### src/rtl/led_ctrl_pkg.sv
// Shared mode encodings and parameter defaults
// for the LED bank controller.
package led_ctrl_pkg;

    localparam int N_CH_DEF       = 6;
    localparam int DEB_CYCLES_DEF = 4;
    localparam int BLINK_DIV_DEF  = 8;

    typedef enum logic [1:0] {
        MODE_STATIC = 2'd0,
        MODE_BLINK  = 2'd1,
        MODE_CHASE  = 2'd2
    } mode_t;

    // Encoding 3 is unreachable; treat it as STATIC so the next press recovers.
    function automatic logic [1:0] next_mode(input logic [1:0] m);
        logic [1:0] n;
        n = MODE_STATIC;
        case (m)
            MODE_STATIC: n = MODE_BLINK;
            MODE_BLINK:  n = MODE_CHASE;
            MODE_CHASE:  n = MODE_STATIC;
            default:     n = MODE_STATIC;
        endcase
        return n;
    endfunction

endpackage

### src/rtl/led_bank_controller_debounce.sv
// Button conditioner: 2-flop synchroniser, consecutive-edge
// debounce and a one-cycle press pulse on each accepted rise.
module btn_debounce
    import led_ctrl_pkg::*;
#(
    parameter int DEB_CYCLES = DEB_CYCLES_DEF
) (
    input  logic clk,
    input  logic rst_n,
    input  logic din,
    output logic press
);

    localparam int CW = $clog2(DEB_CYCLES + 1);
    localparam logic [CW-1:0] CMAX = CW'(DEB_CYCLES - 1);

    logic          s1;
    logic          s2;
    logic          level;
    logic [CW-1:0] cnt;

    always_ff @(posedge clk or negedge rst_n) begin
        if (!rst_n) begin
            s1 <= 1'b0;
            s2 <= 1'b0;
        end else begin
            s1 <= din;
            s2 <= s1;
        end
    end

    // Any sample that agrees with the stable level restarts the run.
    always_ff @(posedge clk or negedge rst_n) begin
        if (!rst_n) begin
            level <= 1'b0;
            cnt   <= '0;
            press <= 1'b0;
        end else begin
            press <= 1'b0;
            if (s2 != level) begin
                if (cnt == CMAX) begin
                    level <= s2;
                    cnt   <= '0;
                    press <= s2;
                end else begin
                    cnt <= cnt + 1'b1;
                end
            end else begin
                cnt <= '0;
            end
        end
    end

endmodule

### src/rtl/led_bank_controller.sv
// Switch-driven LED bank with invert and mode buttons:
// static, blinking and chasing display modes.
module led_bank_controller
    import led_ctrl_pkg::*;
#(
    parameter int N_CH       = N_CH_DEF,
    parameter int DEB_CYCLES = DEB_CYCLES_DEF,
    parameter int BLINK_DIV  = BLINK_DIV_DEF
) (
    input  logic            clk,
    input  logic            rst_n,
    input  logic [N_CH-1:0] switches,
    input  logic [1:0]      buttons,
    output logic [N_CH-1:0] leds,
    output logic [1:0]      mode
);

    localparam int TW = $clog2(BLINK_DIV);
    localparam int PW = (N_CH > 1) ? $clog2(N_CH) : 1;
    localparam logic [TW-1:0] TMAX = TW'(BLINK_DIV - 1);
    localparam logic [PW-1:0] PMAX = PW'(N_CH - 1);

    logic [N_CH-1:0] sw_s1;
    logic [N_CH-1:0] sw_s2;
    logic [N_CH-1:0] inv;
    logic [1:0]      mode_q;
    logic [TW-1:0]   tcnt;
    logic            phase;
    logic [PW-1:0]   pos;
    logic            press_inv;
    logic            press_mode;
    logic            tick;
    logic [N_CH-1:0] pattern;
    logic [N_CH-1:0] chase_mask;
    logic [N_CH-1:0] led_next;

    btn_debounce #(
        .DEB_CYCLES(DEB_CYCLES)
    ) u_deb_inv (
        .clk  (clk),
        .rst_n(rst_n),
        .din  (buttons[0]),
        .press(press_inv)
    );

    btn_debounce #(
        .DEB_CYCLES(DEB_CYCLES)
    ) u_deb_mode (
        .clk  (clk),
        .rst_n(rst_n),
        .din  (buttons[1]),
        .press(press_mode)
    );

    always_ff @(posedge clk or negedge rst_n) begin
        if (!rst_n) begin
            sw_s1 <= '0;
            sw_s2 <= '0;
        end else begin
            sw_s1 <= switches;
            sw_s2 <= sw_s1;
        end
    end

    always_comb begin
        pattern    = sw_s2 ^ inv;
        tick       = (tcnt == TMAX);
        chase_mask = N_CH'(1) << pos;
        led_next   = pattern;
        case (mode_q)
            MODE_BLINK: led_next = pattern & {N_CH{phase}};
            MODE_CHASE: led_next = pattern & chase_mask;
            default:    led_next = pattern;
        endcase
    end

    always_ff @(posedge clk or negedge rst_n) begin
        if (!rst_n) begin
            inv    <= '0;
            mode_q <= MODE_STATIC;
        end else begin
            if (press_inv)
                inv <= inv ^ sw_s2;
            if (press_mode)
                mode_q <= next_mode(mode_q);
        end
    end

    // A mode press restarts the blink/chase timebase from zero.
    always_ff @(posedge clk or negedge rst_n) begin
        if (!rst_n) begin
            tcnt  <= '0;
            phase <= 1'b0;
            pos   <= '0;
        end else if (press_mode) begin
            tcnt  <= '0;
            phase <= 1'b0;
            pos   <= '0;
        end else if (tick) begin
            tcnt  <= '0;
            phase <= ~phase;
            pos   <= (pos == PMAX) ? '0 : pos + 1'b1;
        end else begin
            tcnt <= tcnt + 1'b1;
        end
    end

    always_ff @(posedge clk or negedge rst_n) begin
        if (!rst_n) begin
            leds <= '0;
            mode <= MODE_STATIC;
        end else begin
            leds <= led_next;
            mode <= (mode_q == 2'd3) ? MODE_STATIC : mode_q;
        end
    end

endmodule

### config.mk
export PLATFORM = sky130hd
export DESIGN_NAME = led_bank_controller
export DESIGN_NICKNAME = d
export VERILOG_FILES = /design/src/rtl/led_ctrl_pkg.sv /design/src/rtl/led_bank_controller_debounce.sv /design/src/rtl/led_bank_controller.sv
export SDC_FILE = /design/constraint.sdc
export NUM_CORES = 1
export LEC_CHECK = 0
export ABC_AREA = 1
export CAP_MARGIN = 20
export CORE_ASPECT_RATIO = 1.5
export CORE_UTILIZATION = 35
export CTS_BUF_LIST = sky130_fd_sc_hd__clkbuf_16
export DETAILED_ROUTE_END_ITERATION = 8
export GPL_ROUTABILITY_DRIVEN = 0
export PLACE_DENSITY = 0.51
export SLEW_MARGIN = 0
export SYNTH_ARGS = -nofsm -noshare
export SYNTH_HDL_FRONTEND = slang
export SYNTH_SLANG_ARGS = --single-unit
### constraint.sdc
create_clock -name clk -period 1.75 [get_ports clk]
set_clock_uncertainty 0.05 [all_clocks]
set_input_delay 0.2625 -clock clk [delete_from_list [all_inputs] [get_ports clk]]
set_output_delay 0.2625 -clock clk [all_outputs]
set_load 0.01 [all_outputs]
# After elaboration in Yosys (flattened, before gate mapping)
# Cells that the tools add are included.
# word_totals
ff_bits	49
in_bits	10
output_inout_bits	8
elab_cells	59
# classes
addsub	4
n_eq_ne	9
n_shift	1
n_mux	18
n_bitwise	4
reduce_logical	4
# op_table
operator	n
2-to-1 mux 3 bit	9
adder 3 x 1 -> 3 bit, second input constant	4
bitwise AND 6 bit	2
case mux 6 bit (2 select lines)	1
equality test 3 x 2 -> 1 bit, second input constant	2
equality test 3 bit, second input constant	2
2-to-1 mux 1 bit	6
left shift 1 x 3 -> 6 bit, first input constant	1
bitwise XOR 6 bit	1
equality test 2 bit, second input constant	2
case mux 2 bit (2 select lines)	1
AND reduction 2 bit	2
equality test 2 x 1 -> 1 bit, second input constant	1
logical NOT 2 bit	1
2-to-1 mux 2 bit	1
!= test 1 bit	2
nonzero test 2 bit	1
NOT 1 bit	1

# Depth between registers and ports, before layout
# logic_depth
word_depth	4
ltp_mapped	8
ltp_nobuf	7

# Modules after synthesis
# Synthesis repeated with hierarchy kept, for this count alone.
# unflattened
hier_cells	174
area_unflattened_um2	1888.1
# by_module_without_submodules
module	instances	cells_each	area_each_um2	seq_area_each_um2
led_bank_controller	1	120	1357.6	875.8
btn_debounce	2	27	265.3	175.2

# Worst setup path after synthesis
# No wires, ideal clock.
# synth_timing
path_type	reg-to-reg
start	register mode_q[0]
end	register leds[5]
setup_time_ns	0.113
arrival_time_ns	1.179
t_required_ns	1.587
setup_slack_ns	0.408
path_stages_with_launch	9
path_buffers	1
period_less_slack_ns	1.342
path_cell_list	dfrtp_1 -> inv_1 -> ha_1 -> or2_1 -> buf_6 -> nand2_2 -> nand2_1 -> nand2_1 -> inv_1
# synth_between
elab_chain_len	2
word_cells_on_any_way	3
cone_classes	2 x eq/ne; 1 x mux
# synth_lines
item	line	text
start: declaration	led_bank_controller.sv:26	logic [1:0] mode_q;
start signal: assignment	led_bank_controller.sv:85	mode_q <= next_mode(mode_q);
equality test 2 bit or equality test 2 x 1 -> 1 bit (tied branches)	led_bank_controller.sv:70	case (mode_q)
case mux 6 bit (2 select lines) *	led_bank_controller.sv:70	
named net led_next[5]	led_bank_controller.sv:35	logic [N_CH-1:0] led_next;
end signal: assignment	led_bank_controller.sv:113	leds <= led_next;
end: declaration	led_bank_controller.sv:14	output logic [N_CH-1:0] leds,
# Mark *: on every way through the listed nets, which the timed path passes. The rest lies on a longest branch.
# A chain may end at the register's enable or synchronous reset.

# Worst setup path in the final report
# layout_timing
start	register leds[0]
end	output port leds[0]
# No word-level cell between the ends.

==> run_summary.xml <==
<?xml version="1.0" encoding="UTF-8"?>
<metrics>
  <group name="setup_path">
    <metric name="arrival" unit="ns">1.16</metric>
    <metric name="critical-path-max-stage-delay" unit="ns">0.53</metric>
    <metric name="cp_bufs_invs" unit="">1</metric>
    <metric name="worst-endpoint-required" unit="ns">1.44</metric>
    <metric name="critical_path.cell_chain" unit="">clkdlybuf4s50_1</metric>
    <metric name="crit_fanout" unit="">1</metric>
    <metric name="r2r_setup_slack" unit="ns">0.32</metric>
    <metric name="worstSetupEndpointType" unit="">primary output</metric>
    <metric name="worst_setup_path_start_kind" unit="">flop</metric>
    <metric name="cpMaxStageDelayCell" unit="">sky130_fd_sc_hd__clkdlybuf4s50_1</metric>
    <metric name="timing.setup.critical_path_class" unit="">reg2out</metric>
    <metric name="critPathTopFamily" unit="">buffers and inverters</metric>
  </group>
  <group name="final_layout">
    <metric name="area_delta_synth_final" unit="%">20.9</metric>
    <metric name="storage_cell_area" unit="um2">1230</metric>
    <metric name="fillCellCount" unit="">482</metric>
    <metric name="final_nets" unit="">204</metric>
    <metric name="final_design_area_no_fill" unit="um2">2190</metric>
    <metric name="multi_input_comb_area" unit="um2">507</metric>
    <metric name="antenna_cells_inserted" unit="">0</metric>
    <metric name="highest_count_cells_in_the_layout_ignoring_fill_and_taps" unit="">sky130_fd_sc_hd__dfrtp_1, sky130_fd_sc_hd__nand2_1, sky130_fd_sc_hd__inv_1, sky130_fd_sc_hd__clkdlybuf4s50_1, sky130_fd_sc_hd__nor2_1</metric>
    <metric name="post_route_cells_drive_above_1_share" unit="">0.0699</metric>
    <metric name="mostFrequentLayoutCell" unit="">sky130_fd_sc_hd__dfrtp_1</metric>
  </group>
  <group name="clocking">
    <metric name="cts_setup_buffers" unit="">0</metric>
    <metric name="clk_root_buffer_cell" unit="">sky130_fd_sc_hd__clkbuf_16</metric>
    <metric name="clock_tree.htree_level_count" unit="">2</metric>
    <metric name="clock_sink_count" unit="">49</metric>
    <metric name="post_cts.resized_instances" unit="">0</metric>
    <metric name="cts_hold_repair.buffers" unit="">0</metric>
    <metric name="cts_tree" unit="">built</metric>
    <metric name="clkSlewWorstSetupHoldPaths" unit="ns">0.06</metric>
    <metric name="latest_clock_arrival_within_the_worst_skew_pair" unit="ns">0.28</metric>
    <metric name="clock_path_buffers" unit="">2</metric>
    <metric name="cts-buffers-inserted" unit="">5</metric>
  </group>
  <group name="global_routing">
    <metric name="antenna_found_initial" unit="">0</metric>
    <metric name="via_count_of_the_first_global_routing_pass" unit="">1078</metric>
    <metric name="grt_max_degree" unit="">50</metric>
    <metric name="grt_first_pass_wirelength" unit="um">4600</metric>
    <metric name="total_routing_usage_reported_by_global_routing" unit="">0.114</metric>
    <metric name="grt_overflow" unit="">0</metric>
  </group>
  <group name="floorplanning">
    <metric name="die_width" unit="um">60.8</metric>
    <metric name="row_count" unit="">31</metric>
    <metric name="top_level_ports" unit="">18</metric>
    <metric name="die_y" unit="um">90.2</metric>
    <metric name="overall_die_area" unit="um2">5490</metric>
    <metric name="start_util" unit="">0.369</metric>
    <metric name="floorplan.core_area" unit="um2">4930</metric>
  </group>
  <group name="synth">
    <metric name="synth.avg_cell_area" unit="um2">11.2</metric>
    <metric name="synthCells" unit="">162</metric>
    <metric name="synthesis.yosys.warnings" unit="">0</metric>
    <metric name="syn-num-nets" unit="">181</metric>
    <metric name="synth_enable_flop_cells" unit="">0</metric>
    <metric name="number_of_different_library_cells_in_the_post_synthesis_netlist" unit="">18</metric>
    <metric name="yosys_most_used_dff" unit="">sky130_fd_sc_hd__dfrtp_1</metric>
    <metric name="synth_sequential_area_ratio" unit="">0.675</metric>
    <metric name="async_flop_share" unit="">1.00</metric>
    <metric name="postSynthRegisterBits" unit="">49</metric>
    <metric name="syn-cell-area" unit="um2">1820</metric>
  </group>
  <group name="timing">
    <metric name="max-slew-margin-rel" unit="">0.600</metric>
    <metric name="finalHoldViolCount" unit="">0</metric>
    <metric name="worstMarginPinSlew" unit="ns">0.599</metric>
    <metric name="timing.final.crit_share" unit="">0.842</metric>
    <metric name="grt_setup_unrepaired" unit="">false</metric>
    <metric name="finalSetupTns" unit="ns">0</metric>
    <metric name="fmaxAchievable" unit="MHz">679</metric>
    <metric name="finalSetupViolations" unit="">0</metric>
    <metric name="final_period_minus_worst_setup_slack" unit="ns">1.47</metric>
    <metric name="final-max-slew-violation-count" unit="">0</metric>
  </group>
  <group name="placed_design">
    <metric name="detailed_placer_s_ending_hpwl" unit="um">1880</metric>
    <metric name="detailed_place.area" unit="um2">2060</metric>
    <metric name="placement.io_buffers" unit="">17</metric>
  </group>
  <group name="drt">
    <metric name="remaining_drc_errors" unit="">0</metric>
    <metric name="detailedRoute.firstPassIterationCount" unit="">4</metric>
    <metric name="drtAntennaViolNets" unit="">0</metric>
    <metric name="routed_via_density" unit="">4.28</metric>
    <metric name="postRouteWirelength" unit="um">2640</metric>
    <metric name="initial_drc_count" unit="">42</metric>
    <metric name="detail_route.wl_per_cell" unit="um">10.5</metric>
    <metric name="vias" unit="">1079</metric>
  </group>
  <group name="power">
    <metric name="ir_drop_worst_case_vdd" unit="mV">0.655</metric>
    <metric name="power_leakage" unit="uW">0.00105</metric>
    <metric name="power_density" unit="nW/um2">1620</metric>
  </group>
  <group name="worst_hold_path">
    <metric name="class_of_the_tightest_hold_or_removal_check" unit="">in2async</metric>
  </group>
  <group name="status">
    <metric name="outcome" unit="">completed</metric>
  </group>
  <group name="run">
    <metric name="max_cap_violations" unit="">0</metric>
  </group>
</metrics>
==> registers in the layout (all words and copies together) (netlist names), 3 cells and up <==
register        cells
sw_s2               6
u_deb_inv.cnt       3
leds                6
u_deb_mode.cnt      3
sw_s1               6
pos                 3
inv                 6
tcnt                3
==> cell usage after synthesis (2+ instances only) <==
master	number	area (um2)
sky130_fd_sc_hd__dfrtp_1	49	1230
sky130_fd_sc_hd__nand2_1	36	135
sky130_fd_sc_hd__inv_1	15	56.3
sky130_fd_sc_hd__nor2_1	13	48.8
sky130_fd_sc_hd__o21ai_0	11	55.1
sky130_fd_sc_hd__ha_1	9	113
sky130_fd_sc_hd__xnor2_1	7	61.3
sky130_fd_sc_hd__a21oi_1	6	30.0
sky130_fd_sc_hd__inv_2	3	11.3
sky130_fd_sc_hd__nand3_1	3	15.0
sky130_fd_sc_hd__nor3_1	2	10.0
sky130_fd_sc_hd__o21ai_1	2	10.0
==> kinds of logic (layout without fill, tap and decap cells) <==
logic type	after synthesis	in the layout	share of synthesized area
AO/OA/AOI/OAI	19	19	0.0524
XOR/XNOR	8	8	0.0386
adder cells (fa/ha/maj)	9	9	0.0620
buffers and inverters	20	44	0.0455
flip-flops	49	49	0.675
AND/OR/NAND/NOR	57	57	0.126
==> stage by stage <==
step	util	worst slack (ns)	cells	hold slack (ns)	power (uW)
floorplan	-	0.408	162	-0.0831	2340
global placement	0.417	0.376	244	0.281	2670
detailed placement	0.417	0.336	244	0.285	2710
CTS	0.446	0.263	252	0.0485	3620
global route	0.446	0.223	252	0.0858	3850
finish	0.446	0.277	252	0.0190	3570
==> power by group <==
group	internal [uW]	switching, uW	leakage, uW	total, uW
Sequential	1460	174	0.000605	1630
Clock	518	373	0.0000748	891
Combinational	483	561	0.000367	1040
==> path summary, 6_finish.rpt <==
check	start	end	depth (start not counted)
worst max-delay path	leds[0]	leds[0]	1
worst min-delay path	rst_n	mode[1]	2
worst max register to register	mode_q[0]	leds[5]	7
worst min register to register	sw_s1[2]	sw_s2[2]	0
max in group asynchronous	rst_n	sw_s1[2]	2
min in group clk	sw_s1[2]	sw_s2[2]	0
==> cell type report <==
| type | instances | area share |
|---|---|---|
| clock buffers | 5 | 0.0570 |
| clock inverters | 3 | 0.00627 |
| inverters | 18 | 0.0308 |
| multi-input cells | 93 | 0.231 |
| flip-flops and latches | 49 | 0.559 |
| well taps | 66 | 0.0376 |
| repair buffers | 18 | 0.0787 |
==> layer usage <==
layer,track usage,wire [um],up-vias
met5,0,0,-
met4,0.0568,61,0
met3,0.0345,92,6
met2,0.189,1360,23
met1,0.128,1130,505
li1,-,-,545
Note: power is estimated with default switching activity, not from simulation.
